$ cat src/rtl/fsm_sequencer.sv
// fsm_sequencer: instruction sequencer running NOP/LOOP/BRANCH/HALT with a step counter and retire pulses
//   clk, rst_n          clock, asynchronous active-low reset
//   instr_valid/ready   instruction handshake (ready only in IDLE)
//   opcode, operand     00 NOP, 01 LOOP, 10 BRANCH, 11 HALT; loop limit or branch tag
//   cmp_valid, cmp      branch compare result
//   state, count        current state code, step counter
//   cnt_rst             counter clears at the next edge
//   done, branch_take, err  one-cycle retire pulses
//   SEQ_BRANCH_TIMEOUT_EN   when defined, an unresolved BRANCH times out after 16 cycles with err
module fsm_sequencer (
  input  logic       clk,
  input  logic       rst_n,
  input  logic       instr_valid,
  output logic       instr_ready,
  input  logic [1:0] opcode,
  input  logic [3:0] operand,
  input  logic       cmp_valid,
  input  logic       cmp,
  output logic [2:0] state,
  output logic [3:0] count,
  output logic       cnt_rst,
  output logic       done,
  output logic       branch_take,
  output logic       err
);
`ifdef SEQ_BRANCH_TIMEOUT_EN
  localparam bit TIMEOUT_EN = 1'b1;
`else
  localparam bit TIMEOUT_EN = 1'b0;
`endif
  typedef enum logic [2:0] {
    IDLE   = 3'd0,
    DECODE = 3'd2,
    EXEC   = 3'd3,
    BRANCH = 3'd4,
    HALT   = 3'd7
  } state_e;
  state_e     state_q, state_d;
  logic [3:0] count_q, count_d;
  logic [1:0] op_q, op_d;
  logic [3:0] opd_q, opd_d;
  logic       done_q, done_d;
  logic       take_q, take_d;
  logic       err_q, err_d;
  always_ff @(posedge clk or negedge rst_n) begin
    if (!rst_n) begin
      state_q <= IDLE;
      count_q <= '0;
      op_q    <= '0;
      opd_q   <= '0;
      done_q  <= 1'b0;
      take_q  <= 1'b0;
      err_q   <= 1'b0;
    end else begin
      state_q <= state_d;
      count_q <= count_d;
      op_q    <= op_d;
      opd_q   <= opd_d;
      done_q  <= done_d;
      take_q  <= take_d;
      err_q   <= err_d;
    end
  end
  always_comb begin
    state_d = state_q;
    count_d = count_q;
    op_d    = op_q;
    opd_d   = opd_q;
    done_d  = 1'b0;
    take_d  = 1'b0;
    err_d   = 1'b0;
    cnt_rst = 1'b0;
    case (state_q)
      IDLE: begin
        if (instr_valid) begin
          op_d    = opcode;
          opd_d   = operand;
          state_d = DECODE;
        end
      end
      DECODE: begin
        cnt_rst = 1'b1;
        done_d  = op_q == 2'd0;
        state_d = op_q == 2'd0 ? IDLE : op_q == 2'd1 ? EXEC : op_q == 2'd2 ? BRANCH : HALT;
      end
      EXEC: begin
        // exit when count reaches the limit, so the counter never wraps
        if (count_q == opd_q) begin
          state_d = IDLE;
          cnt_rst = 1'b1;
          done_d  = 1'b1;
        end else begin
          count_d = count_q + 4'd1;
        end
      end
      BRANCH: begin
        // a compare result on the final timeout cycle still wins over err
        if (cmp_valid) begin
          state_d = IDLE;
          cnt_rst = 1'b1;
          take_d  = cmp;
        end else if (TIMEOUT_EN && count_q == 4'd15) begin
          state_d = IDLE;
          cnt_rst = 1'b1;
          err_d   = 1'b1;
        end else if (TIMEOUT_EN) begin
          count_d = count_q + 4'd1;
        end
      end
      HALT: state_d = HALT;
      default: state_d = IDLE;
    endcase
    if (cnt_rst) count_d = '0;
  end
  assign instr_ready = state_q == IDLE;
  assign state       = state_q;
  assign count       = count_q;
  assign done        = done_q;
  assign branch_take = take_q;
  assign err         = err_q;
endmodule

$ cat config.mk
export PLATFORM = sky130hd
export DESIGN_NAME = fsm_sequencer
export DESIGN_NICKNAME = d
export VERILOG_FILES = /design/src/rtl/fsm_sequencer.sv
export SDC_FILE = /design/constraint.sdc
export NUM_CORES = 1
export LEC_CHECK = 0
export BUFFER_PORTS_ARGS = -buffer_cell sky130_fd_sc_hd__clkbuf_2
export CORE_MARGIN = 2
export CORE_UTILIZATION = 39
export CTS_BUF_LIST = sky130_fd_sc_hd__clkbuf_8 sky130_fd_sc_hd__clkbuf_16
export DETAILED_ROUTE_END_ITERATION = 10
export PLACE_DENSITY_LB_ADDON = 0.15
export SLEW_MARGIN = 20
export SYNTH_ARGS = -nofsm -noshare
export SYNTH_HDL_FRONTEND = slang
export SYNTH_SLANG_ARGS = --single-unit
$ cat constraint.sdc
create_clock -name clk -period 2.05 [get_ports clk]
set_input_delay 0.41 -clock clk [delete_from_list [all_inputs] [get_ports clk]]
set_output_delay 0.41 -clock clk [all_outputs]
set_load 0.005 [all_outputs]
======== Yosys cells after proc, flatten, opt, wreduce, memory -nomap -nowiden ========
Index checks and enable logic that the tools add are counted.
operators by class
  bitwise gates (word level) .............. 0
  shift operators ......................... 0
  divide/modulo/power cells ............... 0
  add/sub/neg operators ................... 1
  order comparisons ....................... 0
  muxes and demuxes ....................... 16
  equal/unequal tests ..................... 11
  reduce and logical (&&, ||, !) cells .... 6
  multipliers ............................. 0
operators with widths
  cell                                                  count
  2-to-1 mux 3 bit                                      5
  one-hot mux 3 bit (5 select lines)                    1
  2-to-1 mux 4 bit                                      3
  != test 2 bit (second input constant)                 4
  equality test 3 x 2 -> 1 bit (second input constant)  2
  equality test 3 bit (second input constant)           2
  adder 4 x 1 -> 4 bit (second input constant)          1
  equality test 4 bit                                   1
  2-to-1 mux 1 bit                                      4
  AND reduction 2 bit                                   2
  logical NOT 3 bit                                     1
  one-hot mux 1 bit (3 select lines)                    1
  AND reduction 3 bit                                   1
  equality test 2 x 1 -> 1 bit (second input constant)  1
  equality test 2 bit (second input constant)           1
  logical NOT 2 bit                                     1
  2-to-1 mux 2 bit                                      1
  one-hot mux 1 bit (2 select lines)                    1
  nonzero test 2 bit                                    1
storage, ports and cells
  output and inout bits ................... 12
  register bits ........................... 15
  bits in latches ......................... 0
  memory bits (read-only) ................. 0
  memories kept ........................... 0
  word-level logic and storage cells ...... 40
  memory bits (writable) .................. 0
  input port bits ......................... 11

======== Depth between registers and ports, before layout ========
  depth in word-level cells ............... 5
  depth in mapped cells ................... 5
  mapped depth without buffers ............ 5

======== Worst setup path before layout ========
OpenSTA, ideal clock, no wires.
  path type ............................... reg2reg
  start point ............................. register state_q[0] (netlist: state[0])
  end point ............................... register op_q[0]
  period minus slack after synthesis ...... 1.427 ns
  data required time ...................... 1.925 ns
  stages on the path, launching flop included .. 6
  buffers on the path ..................... 2
  arrival time ............................ 1.302 ns
  setup slack ............................. 0.623 ns
  path through ............................ dfrtp_1 > buf_2 > nor3_2 > and2_1 > buf_4 > mux2_2
on the way
  longest elaborated chain between the ends .. 2
RTL lines
  what                           line  source
  from (decl)                    38    state_e state_q, state_d;
  from (signal assigned)         55    state_q <= state_d;
  logical NOT 3 bit              -
  named net instr_ready          14    output logic instr_ready,
  AND reduction 2 bit (no line)  -
  to (signal assigned)           57    op_q <= op_d;
  to (decl)                      40    logic [1:0] op_q, op_d;
The timed path passes the listed nets, and every way through them passes these cells.
A chain may end at the register's enable or synchronous reset.

======== Worst setup path after layout ========
  start point ............................. register count_q[2] (netlist: count[2])
  end point ............................... output port cnt_rst
on the way
  longest elaborated chain between the ends .. 3
RTL lines
  what                                line  source
  from (decl)                         39    logic [3:0] count_q, count_d;
  from (signal assigned)              56    count_q <= count_d;
  equality test 4 bit                 88    if (count_q == opd_q) begin
  2-to-1 mux 1 bit                    88
  one-hot mux 1 bit (3 select lines)  73    case (state_q)
  to (decl)                           21    output logic cnt_rst,
No other way between the ends.

==> flow_metrics.env <==
export IMPL_status="completed"
export IMPL_post_cts_resize_count=0
export IMPL_start_kind="flip-flop"
export IMPL_hold_viol_final=0
export IMPL_grt_max_degree=16
export IMPL_postCtsSetupBuffers=0
export IMPL_finalNonFillerCells=117
export IMPL_yosysWarnings=0
export IMPL_fin_area_um2=895
export IMPL_cp_end_kind="primary output"
export IMPL_drv_slew=0
export IMPL_p_leak_nw=0.414
export IMPL_syn_area_um2=738
export IMPL_synth_area_leaders="dfrtp_1 (51%), mux2_2 (9.2%), xnor2_1 (4.7%), nand2_1 (4.1%), a21oi_1 (2.7%)"
export IMPL_dpl_cell_area_um2=850
export IMPL_yosysUniqueCellTypes=28
export IMPL_power_density_nw_per_um2=1430
export IMPL_dieArea_um2=2260
export IMPL_clock_skew_ns=0.00156
export IMPL_crit_fanout=6
export IMPL_rsz0062_at_grt="false"
export IMPL_fmax_mhz=543
export IMPL_wl_um=1380
export IMPL_drc=0
export IMPL_clk_latency_ns=0.24
export IMPL_fin_crit_sh=0.899
export IMPL_crit_arrival_ns=1.43
export IMPL_yosys_area_top_type_share=0.508
export IMPL_critPathSlowestCell="dfrtp_1"
export IMPL_drv_cap=0
export IMPL_fp_row_count=15
export IMPL_cts_root_buf="clkbuf_8"
export IMPL_vias_per_cell=5.03
export IMPL_ir_worst_vdd_mv=0.587
export IMPL_grt_pass1_vias=513
export IMPL_wire_per_inst_um=11.8
export IMPL_power_total_w=0.00127
export IMPL_coreArea_um2=1750
export IMPL_hpwl_um=1040
export IMPL_globalplace_congestion=0.889
export IMPL_ant_nets=0
export IMPL_cts_made_buffers=3
export IMPL_first_pass_iters=4
export IMPL_fin_crit_ns=1.84
export IMPL_tritoncts="yes"
export IMPL_cpPeakStageDelay_ns=0.44
export IMPL_ff2ff_setup_slack_ns=0.56
export IMPL_antenna_found_initial=0
export IMPL_io_pins=23
export IMPL_synth_avg_cell_area_um2=10.4
export IMPL_setup_viol=0
export IMPL_grt_pass1_wl_um=2210
export IMPL_critical_path_class="reg -> out"
export IMPL_dieHeight_um=47.5
export IMPL_seq_area_frac_synth=0.508
export IMPL_path_clk_slew_ns=0.06
export IMPL_overflow=0
export IMPL_yosysTopAreaCell="dfrtp_1"
export IMPL_cp_required_ns=1.64
export IMPL_synth_ff_latch_count=15
export IMPL_portBuffers=21
export IMPL_num_nets_final=105
export IMPL_drt_iter0_markers=12
export IMPL_clock_sinks=15
export IMPL_synth_fp_nets=83
export IMPL_dp_cells=113
export IMPL_htree_levels=1
export IMPL_clk_path_buf_depth=2
export IMPL_drive_above_1_share=0.337
export IMPL_area_growth_pct=21.2
export IMPL_initial_utilization=0.423
export IMPL_die_w_um=47.5
export IMPL_cp_cell_sequence="xnor2_1 -> nand4_1 -> nand2_1 -> a32o_1 -> clkbuf_2"
export IMPL_syn_inst=71
export IMPL_track_usage=0.143
export IMPL_diodes=0
export IMPL_vias=588
export IMPL_hp_class="in -> async"
export IMPL_cts_hold_buf=0
export IMPL_tns_ns=0
-- layout by cell type, fill, tap and decap left out, drive strengths merged, types with 2 or more instances in the layout --
| cell | netlist | final |
|---|---|---|
| clkbuf | 0 | 24 |
| dfrtp | 15 | 15 |
| nand2 | 8 | 8 |
| mux2 | 6 | 6 |
| xnor2 | 4 | 4 |
| inv | 3 | 4 |
| a21oi | 4 | 4 |
| o21ai | 4 | 4 |
| nor3 | 4 | 4 |
| nor2 | 3 | 3 |
| and2 | 2 | 2 |
-- layer usage --
layer  GRT usage  part of all wire
met5           0                 0
met4      0.0500            0.0080
met3      0.0340             0.074
met2       0.189              0.43
met1       0.224              0.49
-- worst max-delay path, delay by kind of cell, from the launching register on --
kind / cells / cell delay [ns]
AOI/OAI and AO/OA: 1 / 0.23
xor gates and xnor gates: 1 / 0.16
and+or+nand+nor: 2 / 0.24
DFF: 1 / 0.44
buffers and inverters: 1 / 0.11
-- sequential cells by signal (all words and copies together) (netlist names) --
register	count
count	4
opd_q	4
state	3
op_q	2
branch_take	1
done	1
-- where the power goes --
group | internal, W | switching (W)
logic | 0.000265 | 0.000236
clock network | 0.000132 | 0.0000943
registers | 0.000407 | 0.000141
-- layout make-up --
cell class                 instances  area [µm²]
clock buffer                       3        41.3
timing repair buffer              21         105
sequential                        15         375
multi-input combinational         49         327
inverter                           3        11.3
fill                             185         851
clock inverter                     1        3.75
tap                               25        31.3
-- path summary, 6_finish.rpt --
path                       depth (start not counted)       end      start
setup / recovery                                   5   cnt_rst   count[2]
hold / removal                                     1  count[2]      rst_n
setup reg to reg                                   3  opd_q[3]   state[0]
hold reg to reg                                    1  opd_q[3]   opd_q[3]
max in group asynchronous                          1      done      rst_n
min in group clk                                   2   op_q[1]  opcode[1]
-- synthesized netlist by cell type --
cell type,n
o21a_1,1
buf_2,2
nor2_1,3
and2_0,1
inv_1,3
and2_1,1
nand2b_1,1
mux2_2,6
a32o_1,1
and4_1,1
o22ai_1,1
dfrtp_1,15
mux2i_1,1
conb_1,1
nand4_1,1
a31oi_1,1
nand2_1,8
o32ai_1,1
nor3_1,3
ha_1,1
o31ai_1,1
buf_4,2
xnor2_1,4
a21oi_1,4
nand3_1,1
nor3_2,1
nor2b_1,1
o21ai_0,4
-- kinds of logic after synthesis --
| kind of cell | share of synthesized area |
|---|---|
| AND/OR/NAND/NOR | 0.151 |
| other | 0.00508 |
| buffers and inverters | 0.0491 |
| multiplexers | 0.105 |
| flip-flops | 0.508 |
| XOR/XNOR | 0.0475 |
| adder cells (fa/ha/maj) | 0.0169 |
| AO/OA/AOI/OAI | 0.117 |
-- metrics by stage --
step,hold WS [ns],setup slack [ns],utilization
2_1_floorplan,0.114,0.623,-
3_3_place_gp,0.346,0.478,0.487
3_5_place_dp,0.345,0.462,0.487
4_1_cts,0.0867,0.188,0.513
5_1_grt,0.0970,0.0999,0.513
6_report,0.0771,0.207,0.513
Power figures use the tool's default switching activity.
